<file path="src/rtl/alu_pkg.sv">
// Shared opcode encodings and flag bundle for the pipelined ALU.
// Imported by alu_core and alu_pipe.
package alu_pkg;

    localparam int unsigned OP_BITS = 6;

    typedef enum logic [OP_BITS-1:0] {
        OP_SRL = 6'b000010,
        OP_SRA = 6'b000011,
        OP_ADD = 6'b100000,
        OP_SUB = 6'b100010,
        OP_AND = 6'b100100,
        OP_OR  = 6'b100101,
        OP_XOR = 6'b100110,
        OP_NOR = 6'b100111
    } alu_op_e;

    typedef struct packed {
        logic zero;
        logic carry;
        logic ovf;
        logic illegal;
    } alu_flags_t;

    function automatic logic op_is_legal(input logic [OP_BITS-1:0] op);
        logic legal;
        legal = 1'b0;
        case (op)
            OP_SRL, OP_SRA, OP_ADD, OP_SUB,
            OP_AND, OP_OR, OP_XOR, OP_NOR: legal = 1'b1;
            default:                       legal = 1'b0;
        endcase
        return legal;
    endfunction

endpackage

</file>
<file path="src/rtl/alu_core.sv">
// Combinational ALU datapath: decodes the opcode, computes the result and status flags.
// Unknown opcodes yield a zero result with only the illegal and zero flags set.
module alu_core
    import alu_pkg::*;
#(
    parameter int unsigned N_BITS  = 8,
    parameter int unsigned SH_BITS = $clog2(N_BITS)
) (
    input  logic [N_BITS-1:0]  i_d0,
    input  logic [N_BITS-1:0]  i_d1,
    input  logic [OP_BITS-1:0] i_opcode,
    output logic [N_BITS-1:0]  o_result,
    output alu_flags_t         o_flags
);

    logic [N_BITS:0]    w_wide;
    logic [SH_BITS-1:0] w_sh;
    logic               w_sign_a;
    logic               w_sign_b;

    // Upper operand-B bits are ignored for shifts.
    assign w_sh     = i_d1[SH_BITS-1:0];
    assign w_sign_a = i_d0[N_BITS-1];
    assign w_sign_b = i_d1[N_BITS-1];

    always_comb begin
        w_wide   = '0;
        o_result = '0;
        o_flags  = '0;
        case (i_opcode)
            OP_ADD: begin
                w_wide        = {1'b0, i_d0} + {1'b0, i_d1};
                o_result      = w_wide[N_BITS-1:0];
                o_flags.carry = w_wide[N_BITS];
                o_flags.ovf   = (w_sign_a == w_sign_b) && (o_result[N_BITS-1] != w_sign_a);
            end
            OP_SUB: begin
                // Bit N of the widened difference is the borrow (d0 < d1 unsigned).
                w_wide        = {1'b0, i_d0} - {1'b0, i_d1};
                o_result      = w_wide[N_BITS-1:0];
                o_flags.carry = w_wide[N_BITS];
                o_flags.ovf   = (w_sign_a != w_sign_b) && (o_result[N_BITS-1] != w_sign_a);
            end
            OP_AND: o_result = i_d0 & i_d1;
            OP_OR:  o_result = i_d0 | i_d1;
            OP_XOR: o_result = i_d0 ^ i_d1;
            OP_NOR: o_result = ~(i_d0 | i_d1);
            OP_SRL: o_result = i_d0 >> w_sh;
            OP_SRA: o_result = N_BITS'($signed(i_d0) >>> w_sh);
            default: begin
                o_result        = '0;
                o_flags.illegal = 1'b1;
            end
        endcase
        o_flags.zero = (o_result == '0);
    end

endmodule

</file>
<file path="src/rtl/alu_pipe.sv">
// Two-stage ALU pipeline with valid/ready handshakes; S1 holds operands, S2 holds result/flags.
// in_ready depends combinationally on out_ready (no skid buffer).
module alu_pipe
    import alu_pkg::*;
#(
    parameter int unsigned N_BITS  = 8,
    parameter int unsigned SH_BITS = $clog2(N_BITS)
) (
    input  logic               clk,
    input  logic               rst_n,
    input  logic               in_valid,
    output logic               in_ready,
    input  logic [N_BITS-1:0]  d0,
    input  logic [N_BITS-1:0]  d1,
    input  logic [OP_BITS-1:0] opcode,
    output logic               out_valid,
    input  logic               out_ready,
    output logic [N_BITS-1:0]  out,
    output logic               zero,
    output logic               carry,
    output logic               ovf,
    output logic               illegal
);

    logic               r_s1_valid;
    logic [N_BITS-1:0]  r_d0;
    logic [N_BITS-1:0]  r_d1;
    logic [OP_BITS-1:0] r_op;

    logic               r_out_valid;
    logic [N_BITS-1:0]  r_out;
    alu_flags_t         r_flags;

    logic [N_BITS-1:0]  w_result;
    alu_flags_t         w_flags;
    logic               w_adv1;
    logic               w_adv2;

    assign w_adv2   = r_s1_valid && (!r_out_valid || out_ready);
    assign w_adv1   = !r_s1_valid || w_adv2;
    assign in_ready = w_adv1;

    alu_core #(
        .N_BITS  (N_BITS),
        .SH_BITS (SH_BITS)
    ) u_core (
        .i_d0     (r_d0),
        .i_d1     (r_d1),
        .i_opcode (r_op),
        .o_result (w_result),
        .o_flags  (w_flags)
    );

    always_ff @(posedge clk) begin
        if (!rst_n) begin
            r_s1_valid  <= 1'b0;
            r_d0        <= '0;
            r_d1        <= '0;
            r_op        <= '0;
            r_out_valid <= 1'b0;
            r_out       <= '0;
            r_flags     <= '0;
        end else begin
            if (w_adv1) begin
                r_s1_valid <= in_valid;
            end
            if (w_adv1 && in_valid) begin
                r_d0 <= d0;
                r_d1 <= d1;
                r_op <= opcode;
            end
            // A take with a waiting S1 op refills S2 in the same cycle, so no bubble.
            if (w_adv2) begin
                r_out_valid <= 1'b1;
                r_out       <= w_result;
                r_flags     <= w_flags;
            end else if (out_ready) begin
                r_out_valid <= 1'b0;
            end
        end
    end

    assign out_valid = r_out_valid;
    assign out       = r_out;
    assign zero      = r_flags.zero;
    assign carry     = r_flags.carry;
    assign ovf       = r_flags.ovf;
    assign illegal   = r_flags.illegal;

endmodule

</file>
<file path="config.mk">
export PLATFORM = sky130hd
export DESIGN_NAME = alu_pipe
export DESIGN_NICKNAME = d
export VERILOG_FILES = /design/src/rtl/alu_pkg.sv /design/src/rtl/alu_core.sv /design/src/rtl/alu_pipe.sv
export SDC_FILE = /design/constraint.sdc
export NUM_CORES = 1
export LEC_CHECK = 0
export BUFFER_PORTS_ARGS = -buffer_cell sky130_fd_sc_hd__buf_2
export CAP_MARGIN = 20
export CORE_ASPECT_RATIO = 0.9
export CORE_MARGIN = 4
export CORE_UTILIZATION = 35
export CTS_CLUSTER_DIAMETER = 40
export DETAILED_ROUTE_END_ITERATION = 10
export GPL_TIMING_DRIVEN = 0
export PLACE_DENSITY = 0.59
export SLEW_MARGIN = 0
export SYNTH_ARGS = -nofsm -noshare
export SYNTH_HDL_FRONTEND = slang
export SYNTH_SLANG_ARGS = --single-unit
</file>
<file path="constraint.sdc">
create_clock -name clk -period 7.95 [get_ports clk]
set_clock_uncertainty 0.1 [all_clocks]
set_input_delay 1.9875 -clock clk [delete_from_list [all_inputs] [get_ports clk]]
set_output_delay 1.9875 -clock clk [all_outputs]
set_load 0.05 [all_outputs]
</file>
==> reports/metrics.cfg <==
[route]
avgViaCountPerCell = 5.31
num_vias = 2661
first_pass_iters = 4
drtAntennaViolNets = 0
dr.first_iter.drc_count = 137
drc = 0
wl_microns = 7630
post_drt_wl_per_cell_microns = 15.2

[global_route]
grt_pass1_vias = 2607
grt_usage = 0.170
overflow = 0
antenna_found_initial = 0
grt_pass1_wl_microns = 13000
grt_start_max_net_pins = 12

[worst_setup_path]
endpoint_kind = output port
crit_top_cell = buf_2
r2r-start = r_d1[1]$_SDFFE_PN0P_
crit_chain = buf_2 -> nor2b_1 -> nand2_1 -> buf_2
crit_slowest_cell = nor2b_1
rrSetupSlack_ns = 4.85
worstPathRequired_ns = 5.86
slowest_delay_ns = 0.25
rr_worst_depth = 10
worst_ep_arrival_time_ns = 2.69
crit_fanout = 5
rr_endpoint = zero$_SDFFE_PN0P_
path_class = input port to output port
startpoint_type = input port
critPathTopFamily = simple AND/OR/NAND/NOR gates
path_buf_inv = 2

[die]
io_pins = 40
die_w_microns = 103
initial_core_util = 0.369
core_sq_um = 7730
die_h_microns = 93.6
die-area_sq_um = 9660
row_count = 30

[clocking]
clock_latency_ns = 0.29
cts.clk_slew.worst_paths_ns = 0.07
cts-root-buf = clkbuf_8
post_cts_buffers = 0
cts.sinks = 36
postCtsHoldBufs = 0
h-tree-depth = 2
clock_path_buffers = 2
cts_tree = done
numCtsBuffers = 5
cts_resized = 0

[finish]
area_growth_syn_to_layout_pct = 14.3
diodes = 0
fill_cells = 822
finalNetCount = 456
finish.utilization = 0.422
stdcell_count = 501
layout-drive-gt1-share = 0.156

[timing]
finalSetupViolCount = 0
max_slew_margin = 0.418
worst_pin_slew_ns = 0.867
min_period_over_period = 0.601
slew_violations = 0
setup_tns_ns = 0
setup_ws_ns = 3.17
finalCriticalPeriod_ns = 4.78
hold_viol = 0
rsz0062_at_grt = no
max_clock_freq_mhz = 209

[place]
io_buffer_count = 39
dp_hpwl_microns = 6040
place_ws_ns = 3.18
place_congestion = 0.908
dp_cells = 493

[synthesis]
synth_seq_cells = 36
synth_ff_type = dfxtp_1
synthesis.nets = 410
async_reset_ff_frac = 0
synth_cell_types = 58
synthCells = 358
synth_edf_count = 0
seq_area_frac_synth = 0.253
avgSynthCellArea_sq_um = 7.97
synth_area_sq_um = 2850
yosysWarningCount = 0

[min_path]
min_path_type = flip-flop to flip-flop
min_path_cells = 2
min-delay-start = r_op[3]$_SDFFE_PN0P_
min_to = r_op[3]$_SDFFE_PN0P_

[power]
leakage_nw = 1.47
powerDensity_nw_per_um2 = 144
peakVddDrop_mv = 0.0816

[outcome]
status = completed

[job]
maxCapViolCount = 0

## worst max path at each step
stage | start | to | slack, ns | cells past startpoint
after floorplan | out_ready | in_ready | 3.31 | 2
after global placement | out_ready | in_ready | 3.18 | 4
after detailed placement | out_ready | in_ready | 3.18 | 4
after CTS | out_ready | in_ready | 3.18 | 4
after global routing | out_ready | in_ready | 3.12 | 4
final | out_ready | in_ready | 3.17 | 4
## state kept, by name (all words and copies together), names as in the netlist
| name | flops |
|---|---|
| out_valid | 1 |
| ovf | 1 |
| r_s1_valid | 1 |
| zero | 1 |
| illegal | 1 |
| out | 8 |
| r_d1 | 8 |
| r_op | 6 |
| r_d0 | 8 |
| carry | 1 |
## worst reg2reg max path, delay by kind of cell, from the launching register on
family / cells / cell delay [ns]
flip-flops: 1 / 0.46
adder cells (fa/ha/maj): 1 / 0.34
AND/OR/NAND/NOR: 1 / 0.45
XOR/XNOR: 1 / 0.16
AO/OA/AOI/OAI: 4 / 0.94
buffers and inverters: 2 / 0.36
multiplexers: 1 / 0.20
## stage by stage
step	hold WS (ns)	power, mW	instance area, sq um
final	0.366	0.471	3260
after floorplan	0.343	0.301	2850
after global routing	0.389	0.501	3260
after detailed placement	0.358	0.337	3170
after global placement	0.355	0.335	3170
after CTS	0.369	0.476	3260
## layer usage
layer / vias to the layer above / global-route usage / part of all wire
met5: - / 0 / 0
met4: 0 / 0.0388 / 0.011
met3: 10 / 0.0268 / 0.068
met2: 80 / 0.261 / 0.43
met1: 1221 / 0.247 / 0.49
li1: 1350 / - / -
## layout make-up
class,count,area (sq um),area share
inverters,23,87.6,0.0269
flip-flops and latches,36,721,0.221
clock buffers,7,86.3,0.0265
plain buffers,25,116,0.0357
clock inverters,1,7.51,0.00230
well taps,96,120,0.0368
repair buffers,39,195,0.0599
multi-input cells,274,1930,0.591
## cell usage in the layout, fill, tap and decap left out, types with 2 or more instances in the layout
cell type | Yosys | layout
a211oi_1 | 3 | 3
fa_1 | 2 | 2
xnor2_1 | 5 | 5
buf_4 | 2 | 2
mux4_1 | 2 | 2
a21boi_0 | 22 | 22
o21bai_1 | 3 | 3
a21oi_1 | 16 | 16
ha_1 | 24 | 24
and3_1 | 4 | 4
clkbuf_1 | 13 | 14
nor3_1 | 2 | 2
a31oi_1 | 2 | 2
dfxtp_1 | 36 | 36
o21ai_1 | 3 | 3
o31ai_1 | 6 | 6
o211a_1 | 11 | 11
mux2_2 | 3 | 3
nor2b_1 | 6 | 6
nand2_1 | 69 | 69
nor3b_1 | 2 | 2
and2_1 | 2 | 2
inv_1 | 22 | 22
nor2_1 | 13 | 13
o211ai_1 | 6 | 6
buf_2 | 6 | 45
nand2b_1 | 5 | 5
a22oi_1 | 4 | 4
clkbuf_8 | 0 | 6
o21a_1 | 3 | 3
mux2i_1 | 11 | 11
nand3_1 | 8 | 8
nand4_1 | 2 | 2
or3_1 | 2 | 2
buf_1 | 3 | 3
o21ai_0 | 12 | 12
## Yosys cell counts (all sizes together) (2+ instances only)
master / count / share of area
a211oi: 3 / 0.0079
a21boi: 22 / 0.058
a21oi: 16 / 0.028
a22oi: 5 / 0.015
a31oi: 2 / 0.0044
and2: 3 / 0.0066
and3: 4 / 0.0088
buf: 12 / 0.024
clkbuf: 13 / 0.017
dfxtp: 36 / 0.25
fa: 2 / 0.014
ha: 24 / 0.11
inv: 22 / 0.029
mux2: 3 / 0.012
mux2i: 11 / 0.039
mux4: 3 / 0.026
nand2: 69 / 0.091
nand2b: 5 / 0.011
nand3: 8 / 0.014
nand4: 2 / 0.0044
nor2: 13 / 0.017
nor2b: 6 / 0.013
nor3: 2 / 0.0035
nor3b: 2 / 0.0053
o211a: 11 / 0.039
o211ai: 6 / 0.016
o21a: 3 / 0.0079
o21ai: 15 / 0.026
o21bai: 3 / 0.0079
o31ai: 6 / 0.016
or3: 2 / 0.0044
xnor2: 5 / 0.015
## cell families (layout without fill, tap and decap cells)
family | count (synthesis) | count (layout) | share of synthesized area
mux | 17 | 17 | 0.0768
simple gates | 119 | 119 | 0.187
xor+xnor | 6 | 6 | 0.0184
compound gates | 106 | 106 | 0.274
buf+inv | 48 | 95 | 0.0715
flops | 36 | 36 | 0.253
fa+ha+maj | 26 | 26 | 0.119
## power by group
group	internal, mW	total (mW)	switching (mW)
sequential	0.191	0.202	0.0109
clock	0.0704	0.137	0.0667
combinational	0.0510	0.132	0.0812
(Power assumes the default switching activity.)
